### config.mk
export PLATFORM = sky130hd
export DESIGN_NAME = spi_slave_rx_12bit
export DESIGN_NICKNAME = d
export VERILOG_FILES = /design/src/rtl/spi_slave_rx_12bit.sv
export SDC_FILE = /design/constraint.sdc
export NUM_CORES = 1
export LEC_CHECK = 0
export CORE_MARGIN = 10
export CORE_UTILIZATION = 45
export DETAILED_ROUTE_END_ITERATION = 8
export SYNTH_ARGS = -nofsm -noshare
export SYNTH_HDL_FRONTEND = slang
export SYNTH_SLANG_ARGS = --single-unit
### constraint.sdc
create_clock -name CLK -period 2.98 [get_ports CLK]
set_input_delay 0.894 -clock CLK [delete_from_list [all_inputs] [get_ports CLK]]
set_output_delay 0.894 -clock CLK [all_outputs]
set_load 0.01 [all_outputs]
### src/rtl/spi_slave_rx_12bit.sv
// SPI mode-0 receiver. CS/SCLK/MOSI arrive asynchronously and are oversampled
// in the CLK domain. One MSB-first word is shifted in per CS-low frame, and the
// word is published with a one-cycle DATA_VALID strobe. Frames with the wrong
// bit count and frames that stall past the 1kHz-tick timeout raise FRAME_ERR
// instead of updating DATA.
module spi_slave_rx_12bit #(
  parameter int          WORD_BITS  = 12,
  parameter logic [15:0] TIMEOUT_MS = 16'd50
) (
  input  logic                 CLK,
  input  logic                 RST,
  input  logic                 CLK_1kHz,
  input  logic                 CS_IN,
  input  logic                 SCLK_IN,
  input  logic                 MOSI_IN,
  output logic [WORD_BITS-1:0] DATA,
  output logic                 DATA_VALID,
  output logic                 FRAME_ERR,
  output logic                 BUSY
);

  localparam int             CW       = $clog2(WORD_BITS + 2);
  localparam logic [CW-1:0]  CNT_FULL = CW'(WORD_BITS);
  localparam logic [CW-1:0]  CNT_SAT  = CW'(WORD_BITS + 1);

  typedef enum logic [1:0] {
    WAIT_IDLE = 2'd0,
    IDLE      = 2'd1,
    SHIFT     = 2'd2
  } state_t;

  // [0],[1] = two-flop synchroniser, [2] = previous value for edge detect
  logic [2:0] cs_q, sclk_q, mosi_q, tk_q;
  logic       cs_fall_q, cs_rise_q, sclk_rise_q, tick_q;
  logic [1:0] settle_q;

  state_t                 state_q, state_d;
  logic [WORD_BITS-1:0]   shreg_q, shreg_d;
  logic [CW-1:0]          cnt_q, cnt_d;
  logic [15:0]            timer_q, timer_d;
  logic [WORD_BITS-1:0]   data_q, data_d;
  logic                   dv_q, dv_d;
  logic                   fe_q, fe_d;
  logic                   busy_q, busy_d;
  logic                   timeout;

  // Synchronise the async inputs; CS resets high so release gives no false edge
  always_ff @(posedge CLK) begin
    if (RST) begin
      cs_q   <= 3'b111;
      sclk_q <= 3'b000;
      mosi_q <= 3'b000;
      tk_q   <= 3'b000;
    end else begin
      cs_q   <= {cs_q[1:0], CS_IN};
      sclk_q <= {sclk_q[1:0], SCLK_IN};
      mosi_q <= {mosi_q[1:0], MOSI_IN};
      tk_q   <= {tk_q[1:0], CLK_1kHz};
    end
  end

  // Registered edge pulses; mosi_q[2] lines up with sclk_rise_q in the same cycle
  always_ff @(posedge CLK) begin
    if (RST) begin
      cs_fall_q   <= 1'b0;
      cs_rise_q   <= 1'b0;
      sclk_rise_q <= 1'b0;
      tick_q      <= 1'b0;
    end else begin
      cs_fall_q   <= cs_q[2] & ~cs_q[1];
      cs_rise_q   <= ~cs_q[2] & cs_q[1];
      sclk_rise_q <= ~sclk_q[2] & sclk_q[1];
      tick_q      <= ~tk_q[2] & tk_q[1];
    end
  end

  // After reset the synchronised CS still shows its reset value for a few
  // cycles; WAIT_IDLE must not trust it until real samples have arrived, or a
  // frame in progress across reset would be picked up part-way through.
  always_ff @(posedge CLK) begin
    if (RST)                 settle_q <= 2'd0;
    else if (settle_q != 2'd3) settle_q <= settle_q + 2'd1;
  end

  assign timeout = tick_q && (timer_q == TIMEOUT_MS - 16'd1);

  // Next-state and datapath; in SHIFT: cs_rise > timeout > sclk_rise > tick
  always_comb begin
    state_d = state_q;
    shreg_d = shreg_q;
    cnt_d   = cnt_q;
    timer_d = timer_q;
    data_d  = data_q;
    dv_d    = 1'b0;
    fe_d    = 1'b0;
    unique case (state_q)
      WAIT_IDLE: begin
        if (settle_q == 2'd3 && cs_q[1]) state_d = IDLE;
      end
      IDLE: begin
        if (cs_fall_q) begin
          state_d = SHIFT;
          shreg_d = '0;
          cnt_d   = '0;
          timer_d = '0;
        end
      end
      SHIFT: begin
        if (cs_rise_q) begin
          state_d = IDLE;
          if (cnt_q == CNT_FULL) begin
            data_d = shreg_q;
            dv_d   = 1'b1;
          end else if (cnt_q != '0) begin
            fe_d = 1'b1;
          end
        end else if (timeout) begin
          fe_d    = 1'b1;
          state_d = WAIT_IDLE;
        end else if (sclk_rise_q) begin
          shreg_d = {shreg_q[WORD_BITS-2:0], mosi_q[2]};
          if (cnt_q != CNT_SAT) cnt_d = cnt_q + 1'b1;
          timer_d = '0;
        end else if (tick_q) begin
          timer_d = timer_q + 16'd1;
        end
      end
      default: state_d = WAIT_IDLE;
    endcase
    busy_d = (state_d == SHIFT);
  end

  // State, datapath and registered outputs
  always_ff @(posedge CLK) begin
    if (RST) begin
      state_q <= WAIT_IDLE;
      shreg_q <= '0;
      cnt_q   <= '0;
      timer_q <= '0;
      data_q  <= '0;
      dv_q    <= 1'b0;
      fe_q    <= 1'b0;
      busy_q  <= 1'b0;
    end else begin
      state_q <= state_d;
      shreg_q <= shreg_d;
      cnt_q   <= cnt_d;
      timer_q <= timer_d;
      data_q  <= data_d;
      dv_q    <= dv_d;
      fe_q    <= fe_d;
      busy_q  <= busy_d;
    end
  end

  assign DATA       = data_q;
  assign DATA_VALID = dv_q;
  assign FRAME_ERR  = fe_q;
  assign BUSY       = busy_q;

endmodule
Word-level counts from Yosys, hierarchy flattened
Index checks and enable logic that the tools add are counted.
{"block": "totals", "regBits": 67, "in_bits": 6, "elab_cells": 82}
{"block": "op_classes", "n_addsub": 3, "n_eq_ne": 14, "muxes": 27, "n_bitwise": 10, "n_reduce_logical": 11}
{"op": "$mux 16", "n": 5}
{"op": "$mux 12", "n": 4}
{"op": "$pmux 16 s2", "n": 1}
{"op": "$pmux 12 s2", "n": 1}
{"op": "$mux 4", "n": 5}
{"op": "$add 16x1->16 const B", "n": 1}
{"op": "$eq 16x6->1 const B", "n": 1}
{"op": "$ne 2x2->1 const B", "n": 6}
{"op": "$reduce_and 5->1", "n": 2}
{"op": "$mux 2", "n": 4}
{"op": "$pmux 4 s2", "n": 1}
{"op": "$eq 2x2->1 const B", "n": 3}
{"op": "$not 1->1", "n": 6}
{"op": "$pmux 2 s3", "n": 1}
{"op": "$reduce_and 6->1", "n": 1}
{"op": "$mux 1", "n": 5}
{"op": "$add 4x1->4 const B", "n": 1}
{"op": "$and 1x1->1", "n": 4}
{"op": "$eq 4x4->1 const B", "n": 1}
{"op": "$ne 4x4->1 const B", "n": 1}
{"op": "$reduce_bool 4->1", "n": 1}
{"op": "$ne 3x3->1 const B", "n": 1}
{"op": "$reduce_and 3->1", "n": 1}
{"op": "$reduce_or 3->1", "n": 1}
{"op": "other kinds (6)", "n": 7}

Longest topological paths before layout
Gate-level depths: netlist of the first run.
{"block": "depth", "depth_word": 6, "ltp_mapped": 9, "depth_no_buf": 7}

Worst setup path after synthesis of the first run
OpenSTA, ideal clock, no wires.
{"block": "synth_timing", "path_type": "reg-to-reg", "from": "register timer_q[1]", "to": "register timer_q[13]", "t_arrival_ns": 1.838, "setup_slack_ns": 1.046, "path_stages_with_launch": 9, "path_buffers": 2, "cell_sequence": "dfxtp_1 inv_1 ha_1 nor4bb_1 and4_1 buf_6 or4_4 buf_6 o41ai_2"}
{"block": "synth_between", "elab_chain_cells": 6, "elab_cells_between_ends": 10}
{"element": "from (decl)", "line_no": "40", "source": "logic [15:0] timer_q, timer_d;"}
{"element": "from (signal assigned)", "line_no": "148", "source": "timer_q <= timer_d;"}
{"element": "$add 16x1->16", "line_no": "125", "source": "timer_d = timer_q + 16'd1;"}
{"element": "$mux 16", "line_no": "124", "source": "end else if (tick_q) begin"}
{"element": "$mux 16", "line_no": "120", "source": "end else if (sclk_rise_q) begin"}
{"element": "$mux 16", "line_no": "117", "source": "end else if (timeout) begin"}
{"element": "$mux 16", "line_no": "109", "source": "if (cs_rise_q) begin"}
{"element": "$pmux 16 s2", "line_no": "96", "source": "unique case (state_q)"}
Parallel ways exist; a longest one is shown, timed or not. The select of a mux whose other input is x is not followed.
A chain may end at the register's enable or synchronous reset.

Final worst setup path of the first run
{"block": "layout_timing", "from": "register timer_q[1]", "to": "register shreg_q[10]"}
{"block": "layout_between", "elab_chain_cells": 4}
{"element": "$eq 16x6->1", "line_no": "85", "source": "assign timeout = tick_q && (timer_q == TIMEOUT_MS - 16'd1);"}
{"element": "$logic_and 1x1->1", "line_no": "85"}
{"element": "$ne 2x2->1 (no line)"}
{"element": "$reduce_and 5->1 (no line)"}
{"element": "to (signal assigned)", "line_no": "146", "source": "shreg_q <= shreg_d;"}
{"element": "to (decl)", "line_no": "38", "source": "logic [WORD_BITS-1:0] shreg_q, shreg_d;"}
No other way between the ends.

==> results of run 1 <==
==> through the flow <==
step / instances / worst slack (ns) / hold WS [ns] / power (mW)
detailed placement: 394 / 0.706 / 0.377 / 0.997
finish: 408 / 0.569 / 0.374 / 1.64
CTS: 408 / 0.575 / 0.381 / 1.66
global placement: 394 / 0.736 / 0.371 / 0.997
global route: 408 / 0.376 / 0.401 / 1.70
floorplan: 313 / 1.05 / 0.367 / 0.980
==> layout by cell type (no fill, tap or decap), types with 8 or more instances in the layout <==
cell type        Yosys  final
a21oi_1             32     32
clkbuf_8             0     11
clkdlybuf4s50_1      0     19
dfxtp_1             67     67
inv_1                8      8
mux2i_1             13     13
nand2_1             27     27
nand3_1             18     18
nor2_1              23     23
nor2b_1             12     12
o21ai_0              9      9
==> worst max-delay path by stage <==
stage	slack, ns	end
after floorplan	1.05	timer_q[13]
after global placement	0.74	cnt_q[1]
after detailed placement	0.71	cnt_q[1]
after CTS	0.57	shreg_q[10]
after global routing	0.38	shreg_q[10]
final	0.57	shreg_q[10]
==> cells in the mapped netlist (all sizes together), types with 4 or more instances <==
cell,number
or4,7
mux2i,13
ha,6
dfxtp,67
nand3,18
nand4,6
clkbuf,13
inv,8
a21oi,32
and4,5
o21ai,14
nor2b,12
or3,4
nor4,4
nor2,23
nor3b,4
buf,7
nand2,27
==> power by group through the flow <==
stage | Combinational [mW] | Clock, mW | Sequential, mW
final | 0.0549 | 0.663 | 0.921
after global routing | 0.0650 | 0.708 | 0.923
after CTS | 0.0561 | 0.680 | 0.921
after detailed placement | 0.0556 | 0 | 0.942
after global placement | 0.0552 | 0 | 0.941
after floorplan | 0.0433 | 0 | 0.937
==> flip-flops by register name, summed over array words and instances, names as in the netlist, 3 cells and up <==
signal	count
cs_q	3
sclk_q	3
tk_q	3
shreg_q	12
DATA	12
cnt_q	4
mosi_q	3
timer_q	16
==> critical path: stages (launching register included) <==
cell and delay, ns:
dfxtp_1 0.38, inv_1 0.06, ha_1 0.17, nor4bb_1 0.13, and4_1 0.27, o31ai_2 0.88, nand3_1 0.23, a21oi_1 0.20
==> routing by layer <==
metal	GRT usage, %	vias to the layer above
met5	0	-
met4	7.50	0
met3	2.91	10
met2	20.0	33
met1	15.4	1042
li1	-	1148
==> logic make-up after synthesis <==
family,count (synthesis)
AO/OA/AOI/OAI,65
buffers and inverters,29
multiplexers,13
adder cells (fa/ha/maj),6
flip-flops,67
XOR/XNOR,2
AND/OR/NAND/NOR,131
==> area by class of cell <==
| type | instances | area, sq um | area share (%) |
|---|---|---|---|
| multi-input cells | 217 | 1350 | 41.9 |
| flip-flops and latches | 67 | 1340 | 41.6 |
| repair buffers | 26 | 240 | 7.44 |
| clock buffers | 12 | 155 | 4.81 |
| well taps | 75 | 93.8 | 2.91 |
| inverters | 9 | 33.8 | 1.05 |
| clock inverters | 2 | 12.5 | 0.388 |
==> results.cfg, run 1 <==
[timing]
post-route-min-period_ns = 2.41
finalSetupViolations = 0
hold_violations = 0
maxSlewViolCount = 0
worstMarginPinSlew_ns = 1.04
finalCritPeriodShare_pct = 80.9
clock.fmax_mhz = 415
skew_ns = 0.0129
rsz0062_at_grt = false
tns_ns = 0
timing.slew.headroom_pct = 30.5

[setup_path]
rrSetupSlack_ns = 0.57
r2r_start = timer_q[1]
r2r-end = shreg_q[10]
crit_path_max_fanout = 14
crit_arrival_ns = 2.68
cp-end-kind = flop
worstSetupPathType = reg -> reg
crit_start = timer_q[1]
crit_path_start_kind = flop
cp.required_ns = 3.24
r2r_cells = 7

[synth]
synth_top_area_cell = dfxtp_1
yosys_warnings = 0
synth-xor-area-share_pct = 0.622
ys_async_sr_fraction_pct = 0
synth_ff_type = dfxtp_1
ys_ff_latch = 67
synthAdderAreaFrac_pct = 2.66
ys_types = 50
synthCells = 313
synth-simple-area-share_pct = 26.1
synth_top_area_share_pct = 47.6
synth_area_leaders = dfxtp_1 (48%), a21oi_1 (5.7%), mux2i_1 (4.6%)
synth_seq_area_share_pct = 47.6
synth_area_sq_um = 2820
synth_mux_area_share_pct = 4.62
synth_top_family_by_area = simple AND/OR/NAND/NOR gates
synth.net_count = 325
synth_enable_flop_cells = 0
synth_compound_area_share_pct = 13.8
avgSynthCellArea_sq_um = 9.00

[grt]
antenna_found_initial = 0
grt_usage_pct = 12.7
grt.overflow.total = 0
grt_pass1_wl_mm = 10.5
grt_max_degree = 52
grt_pass1_vias = 2254

[floorplan]
rows = 28
dieArea_sq_um = 9830
design.portCount = 21
die-height_microns = 99.1
start_util_pct = 47.0
core_sq_um = 5990
fp.dieW_microns = 99.1

[hold_path]
whs_path_depth = 1
min_from = tk_q[2]
hold_path_end = tick_q
min_path_type = reg -> reg

[clock_network]
cts-hold-fix-buffers = 0
cts-htree-levels = 3
cts-buffers-inserted = 9
cts_resized = 0
cts_tree = done
clk_pin_slew_worst_paths_ns = 0.08
cts_num_sinks = 67
root_buffer = clkbuf_8
clockBufferDepth = 2
insertion_delay_ns = 0.34
postCtsSetupBuffers = 0

[cells_and_area]
n_antenna_cell = 0
drive_above_1_share_pct = 9.01
area_growth_pct = 14.6
utilization_pct = 53.9
nNetsFinal = 342
final_cell_area_sq_um = 3230
fill_cells = 573

[route]
first_pass_iters = 4
wl_met3_microns = 205
drt-initial-drc-count = 103
vias = 2233
drc = 0
dr_wl_met2_mm = 2.73
top_layer = met4
wl_mm = 6.03
met1_length_mm = 2.98
ant_nets = 0
vias_per_cell = 5.47
post_drt_wl_per_cell_microns = 14.8

[flow_run]
maxCapViolCount = 0

[run_status]
status = completed

[power]
swShare_pct = 22.4
internal_power_mw = 1.27
power_frac_clock_pct = 40.4
p_seq_share_pct = 56.2
p_per_area_nw_per_um2 = 508
leakage_nw = 1.10
combPwrFrac_pct = 3.3
p_sw_mw = 0.367
peakVddDrop_v = 0.000397

[placement]
placed_cell_area_sq_um = 3060
portBuffers = 20
gp_congestion = 0.862
dp.final_hpwl_mm = 3.96
(Power assumes the default switching activity.)
==> run 2: changes to the inputs <==
clock period = 2.28 ns   (was 2.98 ns; I/O delays follow)
==> results.cfg, run 2 (synthesized netlist as in run 1, its figures left out) <==
[setup_path]
crit_arrival_ns = 2.33
cp-end-kind = flop
r2r_cells = 6
cp.required_ns = 2.51
crit_path_start_kind = flop
r2r_start = timer_q[0]
rrSetupSlack_ns = 0.18
worstSetupPathType = reg -> reg
crit_path_max_fanout = 13
r2r-end = timer_q[7]

[timing]
post-route-min-period_ns = 2.10
finalCritPeriodShare_pct = 92.0
timing.slew.headroom_pct = 71.8
worstMarginPinSlew_ns = 0.423
hold_violations = 0
clock.fmax_mhz = 477
skew_ns = 0.00819
tns_ns = 0
rsz0062_at_grt = false
finalSetupViolations = 0
maxSlewViolCount = 0

[cells_and_area]
final_common_cell = dfxtp_1
multi_input_area_sq_um = 1350
n_antenna_cell = 0
nNetsFinal = 347
drive_above_1_share_pct = 11.2
top_register = timer_q
largest_reg_flops = 16
layout_common_cells = dfxtp_1 (67), a21oi_1 (32), nand2_1 (27), nor2_1 (23), clkdlybuf4s50_1 (19)
fill_cells = 553
area_growth_pct = 18.3
regArea_sq_um = 1340
final_cell_area_sq_um = 3330
utilization_pct = 55.6

[grt]
antenna_found_initial = 0
grt_pass1_wl_mm = 10.3
grt_max_degree = 33
grt.overflow.total = 0
grt_usage_pct = 12.4
grt_pass1_vias = 2125

[run_status]
status = completed

[clock_network]
clockBufferDepth = 2
postCtsSetupBuffers = 0
cts_resized = 0
root_buffer = clkbuf_8
cts-hold-fix-buffers = 0
cts_tree = done
cts_num_sinks = 67
insertion_delay_ns = 0.34
cts-htree-levels = 3
cts-buffers-inserted = 9
clk_pin_slew_worst_paths_ns = 0.08

[route]
drc = 0
post_drt_wl_per_cell_microns = 14.5
vias = 2268
vias_per_cell = 5.47
drt-initial-drc-count = 106
first_pass_iters = 4
wl_mm = 6.02
ant_nets = 0

[floorplan]
start_util_pct = 47.0
design.portCount = 21
rows = 28
core_sq_um = 5990
fp.dieW_microns = 99.1
dieArea_sq_um = 9830
die-height_microns = 99.1

[hold_path]
min_path_type = reg -> reg
hold_path_end = sclk_rise_q
whs_path_depth = 1
min_from = sclk_q[2]

[power]
leakage_nw = 1.15
p_per_area_nw_per_um2 = 729
peakVddDrop_v = 0.000407

[flow_run]
maxCapViolCount = 0

[placement]
dp.final_hpwl_mm = 4.01
portBuffers = 20
placed_cell_area_sq_um = 3100
gp_congestion = 0.823
## run 2: changes by cell type in the layout (fill, tap and decap cells not counted)
| cell | delta |
|---|---|
| buf_4 | +5 |
| clkinv_2 | -1 |
| clkbuf_1 | -1 |
| inv_6 | +1 |
| clkinvlp_4 | +1 |
| bufinv_16 | +2 |
## run 2: area by class of cell
type,count,share of cell area (%)
clock inverters,5,2.52
multi-input cells,217,40.5
clock buffers,11,4.54
well taps,75,2.82
inverters,9,1.01
repair buffers,31,8.33
flip-flops and latches,67,40.2
## run 2: per-stage QoR
stage	hold WS (ns)	cells	worst slack, ns	total power, mW
after floorplan	0.367	313	0.346	1.28
after global placement	0.374	399	0.265	1.31
after detailed placement	0.372	399	0.218	1.31
after CTS	0.382	415	0.197	2.45
after global routing	0.391	415	0.0253	2.51
final	0.382	415	0.182	2.43
## run 2: worst max path at each step
stage	start	to	slack, ns
finish	timer_q[0]	timer_q[7]	0.18
global route	timer_q[0]	timer_q[7]	0.03
CTS	timer_q[0]	timer_q[7]	0.20
detailed placement	timer_q[1]	timer_q[10]	0.22
global placement	timer_q[1]	timer_q[10]	0.26
floorplan	timer_q[1]	timer_q[13]	0.35
## run 2: power by group
part	internal, mW	switching, mW	leakage [nW]
clock network	0.679	0.472	0.112
logic	0.0339	0.0429	0.496
registers	1.19	0.0139	0.542
## run 2: critical path, stage by stage (launching register included)
cell and delay (ns):
dfxtp_1 0.43, ha_1 0.17, nor4bb_1 0.27, and4_1 0.37, o21a_1 0.43, nor2_1 0.09
o221a_1 0.23
## run 2: per-layer routing
layer  up-vias  routed length (microns)  GRT usage, %
li1       1157                        -             -
met1      1051                     2890          15.6
met2        50                     2730          19.1
met3        10                      289          3.25
met4         0                      108          6.50
met5         -                        0             0
